`config.mk`:
```
export PLATFORM = sky130hd
export DESIGN_NAME = cube_v3
export DESIGN_NICKNAME = d
export VERILOG_FILES = /design/src/rtl/cube_pkg.sv /design/src/rtl/cube_face_classify.sv /design/src/rtl/cube_v3.sv
export SDC_FILE = /design/constraint.sdc
export NUM_CORES = 2
export LEC_CHECK = 0
export CORE_MARGIN = 8
export CORE_UTILIZATION = 60
export CTS_BUF_LIST = sky130_fd_sc_hd__clkbuf_8 sky130_fd_sc_hd__clkbuf_16
export CTS_CLUSTER_DIAMETER = 150
export DETAILED_ROUTE_END_ITERATION = 10
export DONT_BUFFER_PORTS = 1
export PLACE_DENSITY = 0.76
export SLEW_MARGIN = 5
export SYNTH_ARGS = -nofsm -noshare
export SYNTH_HDL_FRONTEND = slang
export SYNTH_SLANG_ARGS = --single-unit
```
`constraint.sdc`:
```
create_clock -name clk -period 13.8 [get_ports clk]
set_clock_uncertainty 0.15 [all_clocks]
set_input_delay 1.38 -clock clk [delete_from_list [all_inputs] [get_ports clk]]
set_output_delay 1.38 -clock clk [all_outputs]
set_load 0.01 [all_outputs]
```
`src/rtl/cube_pkg.sv`:
```
// cube_pkg -- shared types for the cube_v3 pyramid-cube block.
//   mode_e  : landing rule applied to the top-face colour level.
//   state_e : colour FSM states (IDLE waits for a hop aimed at this cube,
//             ARMED waits for that hop to land).
package cube_pkg;

   typedef enum logic [1:0] {
      MODE_SAT    = 2'd0,
      MODE_WRAP   = 2'd1,
      MODE_REVERT = 2'd2
   } mode_e;

   typedef enum logic {
      IDLE  = 1'b0,
      ARMED = 1'b1
   } state_e;

endpackage

```
`src/rtl/cube_face_classify.sv`:
```
// cube_face_classify -- three-stage pixel classifier for one isometric cube.
// Decides whether pixel (x_cnt, y_cnt) lies on the top, left or right face of
// the cube described by the latched geometry. Latency is exactly 3 cycles and
// one pixel is accepted every cycle.
// Ports:
//   clk, reset          clock, synchronous active-low reset
//   x_cnt, y_cnt        pixel row / column
//   pix_valid           pixel qualifier
//   geo_x0, geo_y0      vertex 0 of the cube
//   geo_dx, geo_dy      half-diagonal of the top face
//   geo_len             side-face height
//   top_face, left_face, right_face   registered face flags (at most one set)
//   pix_valid_o         pix_valid delayed by 3 cycles
module cube_face_classify #(
   parameter int XW = 11,
   parameter int YW = 10
) (
   input  logic          clk,
   input  logic          reset,
   input  logic [XW-1:0] x_cnt,
   input  logic [YW-1:0] y_cnt,
   input  logic          pix_valid,
   input  logic [XW-1:0] geo_x0,
   input  logic [YW-1:0] geo_y0,
   input  logic [XW-1:0] geo_dx,
   input  logic [YW-1:0] geo_dy,
   input  logic [XW-1:0] geo_len,
   output logic          top_face,
   output logic          left_face,
   output logic          right_face,
   output logic          pix_valid_o
);

   // Every product operand is widened to PW bits so no product or sum can
   // overflow, whatever the geometry.
   localparam int MW = (XW > YW) ? XW : YW;
   localparam int PW = 2 * (MW + 3);

   // Stage 1: offsets from vertex 0.
   logic                 v1_q;
   logic signed [XW:0]   dx_q;
   logic signed [YW:0]   dy_q;

   always_ff @(posedge clk) begin
      if (!reset) begin
         v1_q <= 1'b0;
         dx_q <= '0;
         dy_q <= '0;
      end else begin
         v1_q <= pix_valid;
         dx_q <= $signed({1'b0, x_cnt}) - $signed({1'b0, geo_x0});
         dy_q <= $signed({1'b0, y_cnt}) - $signed({1'b0, geo_y0});
      end
   end

   // Stage 2: products.
   logic signed [PW-1:0] dx_w, dy_w, gdx_w, gdy_w, glen_w;
   logic signed [PW-1:0] dyo_w, a_w, rem_w;
   logic                 in_y_w;

   assign dx_w   = PW'(dx_q);
   assign dy_w   = PW'(dy_q);
   assign gdx_w  = $signed(PW'(geo_dx));
   assign gdy_w  = $signed(PW'(geo_dy));
   assign glen_w = $signed(PW'(geo_len));
   assign dyo_w  = dy_w - gdy_w;
   assign a_w    = dyo_w[PW-1] ? -dyo_w : dyo_w;   // |dy - DY|
   assign rem_w  = gdy_w - a_w;                     // DY - a
   assign in_y_w = !dy_w[PW-1] && (dy_w <= gdy_w + gdy_w);

   logic                 v2_q, in_y_q, left_q;
   logic signed [PW-1:0] p_tl_q, p_tr_q, p_a_q, p_dx_q, p_rem_q, p_len_q;

   always_ff @(posedge clk) begin
      if (!reset) begin
         v2_q    <= 1'b0;
         in_y_q  <= 1'b0;
         left_q  <= 1'b0;
         p_tl_q  <= '0;
         p_tr_q  <= '0;
         p_a_q   <= '0;
         p_dx_q  <= '0;
         p_rem_q <= '0;
         p_len_q <= '0;
      end else begin
         v2_q    <= v1_q;
         in_y_q  <= in_y_w;
         left_q  <= !dyo_w[PW-1];             // dy >= DY
         p_tl_q  <= (dx_w + gdx_w) * gdy_w;
         p_tr_q  <= (gdx_w - dx_w) * gdy_w;
         p_a_q   <= gdx_w * a_w;
         p_dx_q  <= dx_w * gdy_w;
         p_rem_q <= gdx_w * rem_w;
         p_len_q <= glen_w * gdy_w;
      end
   end

   // Stage 3: compares. The top test bounds dx*DY by +-DX*(DY-a) and the side
   // test starts strictly above that bound, so top and side never overlap.
   logic top_w, side_w;
   logic top_q, left_face_q, right_face_q, v3_q;

   assign top_w  = in_y_q && (p_tl_q >= p_a_q) && (p_tr_q >= p_a_q);
   assign side_w = in_y_q && (p_dx_q > p_rem_q) && (p_dx_q <= p_rem_q + p_len_q);

   always_ff @(posedge clk) begin
      if (!reset) begin
         v3_q         <= 1'b0;
         top_q        <= 1'b0;
         left_face_q  <= 1'b0;
         right_face_q <= 1'b0;
      end else begin
         v3_q         <= v2_q;
         top_q        <= v2_q && top_w;
         left_face_q  <= v2_q && side_w && left_q;
         right_face_q <= v2_q && side_w && !left_q;
      end
   end

   assign top_face    = top_q;
   assign left_face   = left_face_q;
   assign right_face  = right_face_q;
   assign pix_valid_o = v3_q;

endmodule

```
`src/rtl/cube_v3.sv`:
```
// cube_v3 -- one cube of the Q*bert pyramid: face classification of the
// current pixel plus the top-face colour level driven by hops landing here.
// Ports:
//   clk, reset                 clock, synchronous active-low reset
//   x_cnt, y_cnt, pix_valid    pixel stream (x grows downward)
//   xy_offset {X0,Y0}, xydiag_demi {DX,DY}, xlength, geo_load
//                              geometry, latched only when geo_load=1
//   hop_start, cube_sel        a hop begins toward the one-hot target
//   done_move                  the hop landed
//   lvl_clear                  force level 0 / IDLE (highest priority)
//   top_face, left_face, right_face, pix_valid_o   classifier results
//   top_level, cube_done       registered colour level, level at top
//   dbg_state                  current colour FSM state
// Handshake: hop_start/done_move are single-cycle strobes sampled on every
// clk edge; there is no back-pressure, a strobe is acted on in the cycle it
// is high or lost.
module cube_v3
   import cube_pkg::*;
#(
   parameter int    N_CUBE   = 28,
   parameter int    CUBE_IDX = 0,
   parameter int    XW       = 11,
   parameter int    YW       = 10,
   parameter int    N_LEVELS = 2,
   parameter mode_e MODE     = MODE_SAT
) (
   input  logic                          clk,
   input  logic                          reset,
   input  logic [XW-1:0]                 x_cnt,
   input  logic [YW-1:0]                 y_cnt,
   input  logic                          pix_valid,
   input  logic [XW+YW-1:0]              xy_offset,
   input  logic [XW+YW-1:0]              xydiag_demi,
   input  logic [XW-1:0]                 xlength,
   input  logic                          geo_load,
   input  logic                          hop_start,
   input  logic [N_CUBE-1:0]             cube_sel,
   input  logic                          done_move,
   input  logic                          lvl_clear,
   output logic                          top_face,
   output logic                          left_face,
   output logic                          right_face,
   output logic                          pix_valid_o,
   output logic [$clog2(N_LEVELS)-1:0]   top_level,
   output logic                          cube_done,
   output state_e                        dbg_state
);

   localparam int                LW       = $clog2(N_LEVELS);
   localparam logic [LW-1:0]     LVL_TOP  = LW'(N_LEVELS - 1);
   localparam logic [N_CUBE-1:0] SEL_MASK = N_CUBE'(1) << CUBE_IDX;

   // Geometry is held between loads so a frame is never drawn with a mix of
   // old and new values.
   logic [XW-1:0] gx0_q, gdx_q, glen_q;
   logic [YW-1:0] gy0_q, gdy_q;

   always_ff @(posedge clk) begin
      if (!reset) begin
         gx0_q  <= '0;
         gy0_q  <= '0;
         gdx_q  <= '0;
         gdy_q  <= '0;
         glen_q <= '0;
      end else if (geo_load) begin
         gx0_q  <= xy_offset[XW+YW-1:YW];
         gy0_q  <= xy_offset[YW-1:0];
         gdx_q  <= xydiag_demi[XW+YW-1:YW];
         gdy_q  <= xydiag_demi[YW-1:0];
         glen_q <= xlength;
      end
   end

   cube_face_classify #(
      .XW (XW),
      .YW (YW)
   ) u_classify (
      .clk         (clk),
      .reset       (reset),
      .x_cnt       (x_cnt),
      .y_cnt       (y_cnt),
      .pix_valid   (pix_valid),
      .geo_x0      (gx0_q),
      .geo_y0      (gy0_q),
      .geo_dx      (gdx_q),
      .geo_dy      (gdy_q),
      .geo_len     (glen_q),
      .top_face    (top_face),
      .left_face   (left_face),
      .right_face  (right_face),
      .pix_valid_o (pix_valid_o)
   );

   // Colour FSM.
   state_e        state_q, state_d;
   logic [LW-1:0] lvl_q, lvl_d, lvl_up;
   logic          sel;

   assign sel = |(cube_sel & SEL_MASK);

   // Level reached by a landing, according to the landing rule.
   always_comb begin
      lvl_up = lvl_q;
      case (MODE)
         MODE_WRAP:   lvl_up = (lvl_q == LVL_TOP) ? '0 : lvl_q + 1'b1;
         MODE_REVERT: lvl_up = (lvl_q == LVL_TOP) ? lvl_q - 1'b1 : lvl_q + 1'b1;
         default:     lvl_up = (lvl_q == LVL_TOP) ? lvl_q : lvl_q + 1'b1;
      endcase
   end

   always_comb begin
      state_d = state_q;
      lvl_d   = lvl_q;
      if (lvl_clear) begin
         state_d = IDLE;
         lvl_d   = '0;
      end else begin
         case (state_q)
            IDLE: begin
               // A landing without a preceding hop toward us is ignored.
               if (hop_start && sel) state_d = ARMED;
            end
            ARMED: begin
               if (done_move) begin
                  // A new hop starting in the landing cycle re-arms at once.
                  lvl_d   = lvl_up;
                  state_d = (hop_start && sel) ? ARMED : IDLE;
               end else if (hop_start) begin
                  state_d = sel ? ARMED : IDLE;
               end
            end
            default: state_d = IDLE;
         endcase
      end
   end

   always_ff @(posedge clk) begin
      if (!reset) begin
         state_q <= IDLE;
         lvl_q   <= '0;
      end else begin
         state_q <= state_d;
         lvl_q   <= lvl_d;
      end
   end

   assign top_level = lvl_q;
   assign cube_done = (lvl_q == LVL_TOP);
   assign dbg_state = state_q;

endmodule

```
[After elaboration in Yosys (flattened, before gate mapping)]
Cells that the tools add are included.
Storage, ports and cells
  register bits: 254
  bits of input ports: 109
  output and inout bits: 7
  word-level logic and storage cells: 68
Operators by class
  add/sub/neg operators: 10
  $mul: 6
  $lt $le $gt $ge: 5
  muxes and demuxes: 7
  bitwise gates (word level): 2
  reductions and logical operators: 15
Operators by type and width (number)
  28-bit >= comparator: 2
  12-bit by 28-bit multiplier with 28-bit output: 2
  28-bit by 11-bit multiplier with 28-bit output: 2
  28-bit adder: 1
  28-bit > comparator: 1
  28-bit <= comparator: 1
  28-bit 2-to-1 mux: 1
  28-bit negator: 1
  11-bit by 28-bit subtractor with 28-bit output: 1
  11-bit by 11-bit subtractor with 12-bit output: 2
  12-bit by 11-bit multiplier with 23-bit output: 1
  11-bit by 10-bit multiplier with 21-bit output: 1
  12-bit by 12-bit adder with 13-bit output: 1
  12-bit by 12-bit subtractor with 13-bit output: 1
  11-bit by 12-bit <= comparator with 1-bit output: 1
  10-bit by 10-bit adder with 11-bit output: 1
  10-bit by 10-bit subtractor with 11-bit output: 1
  1-bit logical AND: 10
  1-bit 2-to-1 mux: 5
  1-bit logical NOT: 3
  1-bit inverter: 2
  1-bit one-hot mux with 2 select lines: 1
  2-bit AND reduction: 1
  2-bit OR reduction: 1
  1-bit adder (second input constant): 1

[Logic depth before layout (Yosys ltp)]
  depth after elaboration: 5
  gate-level depth with buffers: 44
  mapped depth without buffers: 40

[Hierarchy]
A second synthesis with hierarchy kept.
Unflattened totals
  cells, all modules: 5155
  area total of the unflattened synthesis: 45565.0 sq um
Modules (own cells, without submodules)
  cube_face_classify: times used 1, cells an instance 4976, area each 43456.7 sq um, seq. area each 3563.4 sq um
  cube_v3: times used 1, cells an instance 179, area each 2108.3 sq um, seq. area each 1101.1 sq um

[Least setup slack after synthesis]
Ideal clock, no wire load.
  path kind: register -> register
  from: register gdy_q[5]
  to: register u_classify.p_rem_q[27]
  library setup time: 0.072 ns
  data arrival time: 9.400 ns
  data required time: 13.578 ns
  slack: 4.179 ns
  stages on the path, launching flop included: 44
  path buffers: 4
  period minus slack after synthesis: 9.621 ns
  cell sequence: dfxtp_1 > inv_1 > buf_1 > ha_1 > o21a_1 > o31a_1 > o22ai_1 > o21ba_2 > or2_2 > clkbuf_1 > nand2_1 > o21ai_0 > clkbuf_1 > inv_1 > fa_1 > a21o_1 > a21oi_1 > o21ai_0 > (+8 left out) > fa_1 > inv_1 > fa_1 > fa_1 > inv_1 > fa_1 > inv_1 > ha_1 > a21o_1 > a21oi_1 > o31ai_1 > a21oi_1 > o21ai_0 > a211oi_1 > o31ai_1 > and3_1 > or3_1 > mux2i_1
Between the ends
  longest elaborated chain between the ends: 5
RTL lines
  start: declaration: line cube_v3.sv:56  | logic [YW-1:0] gy0_q, gdy_q;
  start signal: assignment: line cube_v3.sv:69  | gdy_q <= xydiag_demi[YW-1:0];
  11-bit by 11-bit subtractor with 12-bit output: line cube_face_classify.sv:66  | assign dyo_w = dy_w - gdy_w;
  28-bit negator: line cube_face_classify.sv:67  | assign a_w = dyo_w[PW-1] ? -dyo_w : dyo_w;
  28-bit 2-to-1 mux: line cube_face_classify.sv:67
  11-bit by 28-bit subtractor with 28-bit output (*): line cube_face_classify.sv:68  | assign rem_w = gdy_w - a_w;
  12-bit by 28-bit multiplier with 28-bit output (*): line cube_face_classify.sv:93  | p_rem_q <= gdx_w * rem_w;
  end signal: assignment: line cube_face_classify.sv:93
  end: declaration: line cube_face_classify.sv:72  | logic signed [PW-1:0] p_tl_q, p_tr_q, p_a_q, p_dx_q, p_rem_q, p_len_q;
Mark *: on every way between the ends. The rest lies on a longest branch, timed or not.
A chain may end at the register's enable or synchronous reset.

[Worst setup path in the final report]
  from: register gdy_q[0]
  to: register u_classify.p_rem_q[27]
The elaborated chain is that of the path after synthesis.

==> impl_metrics.toml <==
[setup_path]
path_class = "flop to flop"
required_ns = 14.16
cp_max_fo = 15
cp_slowest_stage_delay_ns = 0.85
rr_endpoint = "u_classify.p_rem_q[27]"
reg2reg_depth = 34
worstPathArrival_ns = 11.45
reg2reg_slack_ns = 2.71
reg2reg_from = "gdy_q[0]"
cp-start-kind = "flop"
critPathMostFrequentCell = "inv_1"
critPathSlowestCell = "dfxtp_1"
end_kind = "flop"

[placed_design]
post-place-ws_ns = 2.82
postPlaceCellArea_um2 = 47500
portBuffers = 0
place_congestion = 0.968
hpwlAfterDp_um = 91500
dp_cells = 6231

[sta]
max_slew_margin_pct = 13.2
finalHoldViolCount = 0
rsz0062_at_grt = "no"
finalCriticalPeriod_ns = 11.09
setup_viol = 0
setup_ws_ns = 2.71
fmax_ghz = 0.0902
fin_tns_setup_ns = 0
hold_ws_ns = 0.284
worst_slew_pin_slew_ns = 1.29
drv_slew = 0
fin_crit_sh_pct = 80.4

[pwr]
ir_worst_vdd_mv = 0.218
power.total_mw = 9.47
p_leak_nw = 23.9
power_density_nw_per_um2 = 195

[hold_path]
min_from = "u_classify.v1_q"
min_to = "u_classify.v2_q"
holdPathStages = 1
worstHoldPathType = "flop to flop"

[finish]
synthToLayoutAreaGrowth_pct = 5.21
final_nets = 6704
final_util_pct = 63.8
fillers = 6444
drive_gt1_share_pct = 2.34
stdcell_count = 6292
fin_area_um2 = 48500

[drt]
via_per_inst = 5.44
ant_nets = 0
drt-total-wl_um = 113000
first_pass_iters = 7
post_drt_wl_per_cell_um = 17.9
vias = 34200
drc_errors = 0
drtIter0Drc = 2130

[die]
fp.dieW_um = 293
rows = 101
io-pin-count = 116
die-area_um2 = 86000
core_area_um2 = 76100
start_util_pct = 60.6
die_y_um = 293

[clock_tree]
clk_pin_slew_ns = 0.07
htree_levels = 1
cts_tree = "built"
cts.sinks = 241
cts_root_buf = "clkbuf_16"
insertion_delay_ns = 0.58
post_cts_buffers = 0
ctsResizeCount = 0
cts-buffers-inserted = 28
cts_hold_buf = 0
clockBufferDepth = 3

[logic_synthesis]
netlist_instances = 5226
synth_edf_count = 0
avgSynthCellArea_um2 = 8.83
ys.flop_type = "dfxtp_1"
synth.cell_area_um2 = 46100
yosysSeqAreaShare_pct = 10.5
synthArstFlopShare_pct = 0
synth.distinct_cells = 71
synth-seq-cells = 241
ys.warnings.count = 0

[outcome]
status = "finished clean"

[global_route]
grt_pass1_vias = 35800
grt_pass1_wl_um = 186000
grt_overflow = 0
track_usage_pct = 26.8
grt_max_degree = 78
antenna_found_initial = 12

[flow_run]
maxCapViolCount = 0
[layout make-up]
class,instances,area (µm²),share of cell area (%)
Multi-Input combinational cell,3817,36900,76.1
Sequential cell,241,4830,9.95
Inverter,1097,4120,8.49
Tap cell,1030,1290,2.65
Clock buffer,29,726,1.49
Timing Repair Buffer,46,345,0.711
Clock inverter,22,270,0.557
Antenna cell,10,25.0,0.0515
[worst max-delay path, delay by kind of cell, from the launching register on]
family | cells | cell delay, ns
and+or+nand+nor | 5 | 0.91
xor gates and xnor gates | 2 | 1.57
muxes | 1 | 0.12
adders and majority gates | 9 | 4.23
buffers and inverters | 6 | 0.93
DFF | 1 | 0.85
AOI/OAI and AO/OA | 11 | 2.25
[synth_stat cells (7+ instances only)]
| master | number | area, µm² |
|---|---|---|
| o21ai_0 | 111 | 556 |
| mux2i_1 | 81 | 811 |
| nand2_1 | 485 | 1820 |
| nor4_1 | 14 | 87.6 |
| nor3_1 | 85 | 425 |
| nor2b_1 | 71 | 444 |
| a2111oi_0 | 7 | 61.3 |
| fa_1 | 810 | 16200 |
| xnor2_1 | 109 | 955 |
| clkbuf_1 | 170 | 638 |
| o21bai_1 | 13 | 97.6 |
| inv_1 | 1094 | 4110 |
| o21a_1 | 38 | 285 |
| nand3_1 | 38 | 190 |
| a21oi_1 | 151 | 756 |
| or2_2 | 10 | 62.6 |
| dfxtp_1 | 241 | 4820 |
| a21o_1 | 81 | 608 |
| a21boi_0 | 29 | 218 |
| ha_1 | 554 | 6930 |
| a31oi_1 | 19 | 119 |
| nand3b_1 | 11 | 82.6 |
| nor3b_1 | 30 | 225 |
| a211oi_1 | 23 | 173 |
| o31ai_1 | 17 | 128 |
| and2_1 | 298 | 1860 |
| o211ai_1 | 12 | 90.1 |
| or3_1 | 16 | 100 |
| and3_1 | 29 | 181 |
| nor2_1 | 347 | 1300 |
| nand2b_1 | 57 | 357 |
| nand4_1 | 21 | 131 |
| xor2_1 | 68 | 596 |
[report_power, final]
| group | switching (mW) | internal [mW] |
|---|---|---|
| Sequential | 0.117 | 0.888 |
| Clock | 0.328 | 0.479 |
| Combinational | 4.43 | 3.22 |
| Total | 4.88 | 4.59 |
[registers in the layout, indices dropped and copies added (netlist names)]
signal / flops
glen_q: 11
cube_done: 1
u_classify.p_tr_q: 27
u_classify.v2_q: 1
dbg_state: 1
u_classify.p_dx_q: 23
u_classify.pix_valid_o: 1
u_classify.in_y_q: 1
u_classify.p_a_q: 28
gdx_q: 11
u_classify.left_face: 1
u_classify.dy_q: 11
u_classify.dx_q: 12
u_classify.top_face: 1
u_classify.p_tl_q: 28
u_classify.v1_q: 1
u_classify.p_len_q: 21
u_classify.p_rem_q: 28
gx0_q: 11
u_classify.right_face: 1
u_classify.left_q: 1
gy0_q: 10
gdy_q: 10
[worst max-delay path by stage]
stage / startpoint / to / slack [ns] / cells after the start
2_1_floorplan: gdy_q[5] / u_classify.p_rem_q[27] / 4.18 / 43
3_3_place_gp: gdy_q[5] / u_classify.p_rem_q[27] / 2.88 / 38
3_5_place_dp: gdy_q[5] / u_classify.p_rem_q[27] / 2.82 / 37
4_1_cts: gdy_q[5] / u_classify.p_rem_q[27] / 2.81 / 37
5_1_grt: gdy_q[0] / u_classify.p_rem_q[27] / 1.91 / 35
6_report: gdy_q[0] / u_classify.p_rem_q[27] / 2.71 / 34
[kinds of logic (layout without fill, tap and decap cells)]
logic type      after synthesis  after routing  synth area share (%)
simple gates               1528           1528                  16.1
fa+ha+maj                  1364           1364                  50.2
mux                          81             81                  1.76
compound gates              557            557                  7.77
flops                       241            241                  10.5
buf+inv                    1276           1194                  10.4
other cells                   2            120                0.0163
xor+xnor                    177            177                  3.36
[layout by cell type (no fill, tap or decap), drive strengths merged, types with 11 or more instances in the layout]
cell and instances:
and2 298, o211ai 13, o21bai 13, a21o 81
nand3 38, nor3 85, or2 11, a21boi 29
xnor2 109, a211oi 23, nor3b 30, nand4 21
fa 810, ha 554, nand3b 11, mux2i 81
or3 16, a31oi 19, o21a 38, dfxtp 241
nor2 347, a21oi 153, inv 1103, o31ai 17
xor2 68, nor4 15, clkbuf 29, buf 46
conb 110, o21ai 113, nand2 486, and3 29
nor2b 71, nand2b 57
[layer usage]
layer / global-route usage, % / routed length [µm] / part of all wire [%] / up-vias
met5: 0 / 72 / 0.064 / -
met4: 7.28 / 3420 / 3.0 / 10
met3: 6.05 / 9790 / 8.7 / 212
met2: 43.6 / 51400 / 46 / 1107
met1: 36.1 / 47900 / 43 / 16800
li1: - / - / - / 16100
No activity file was read; power rests on OpenSTA's default activity.
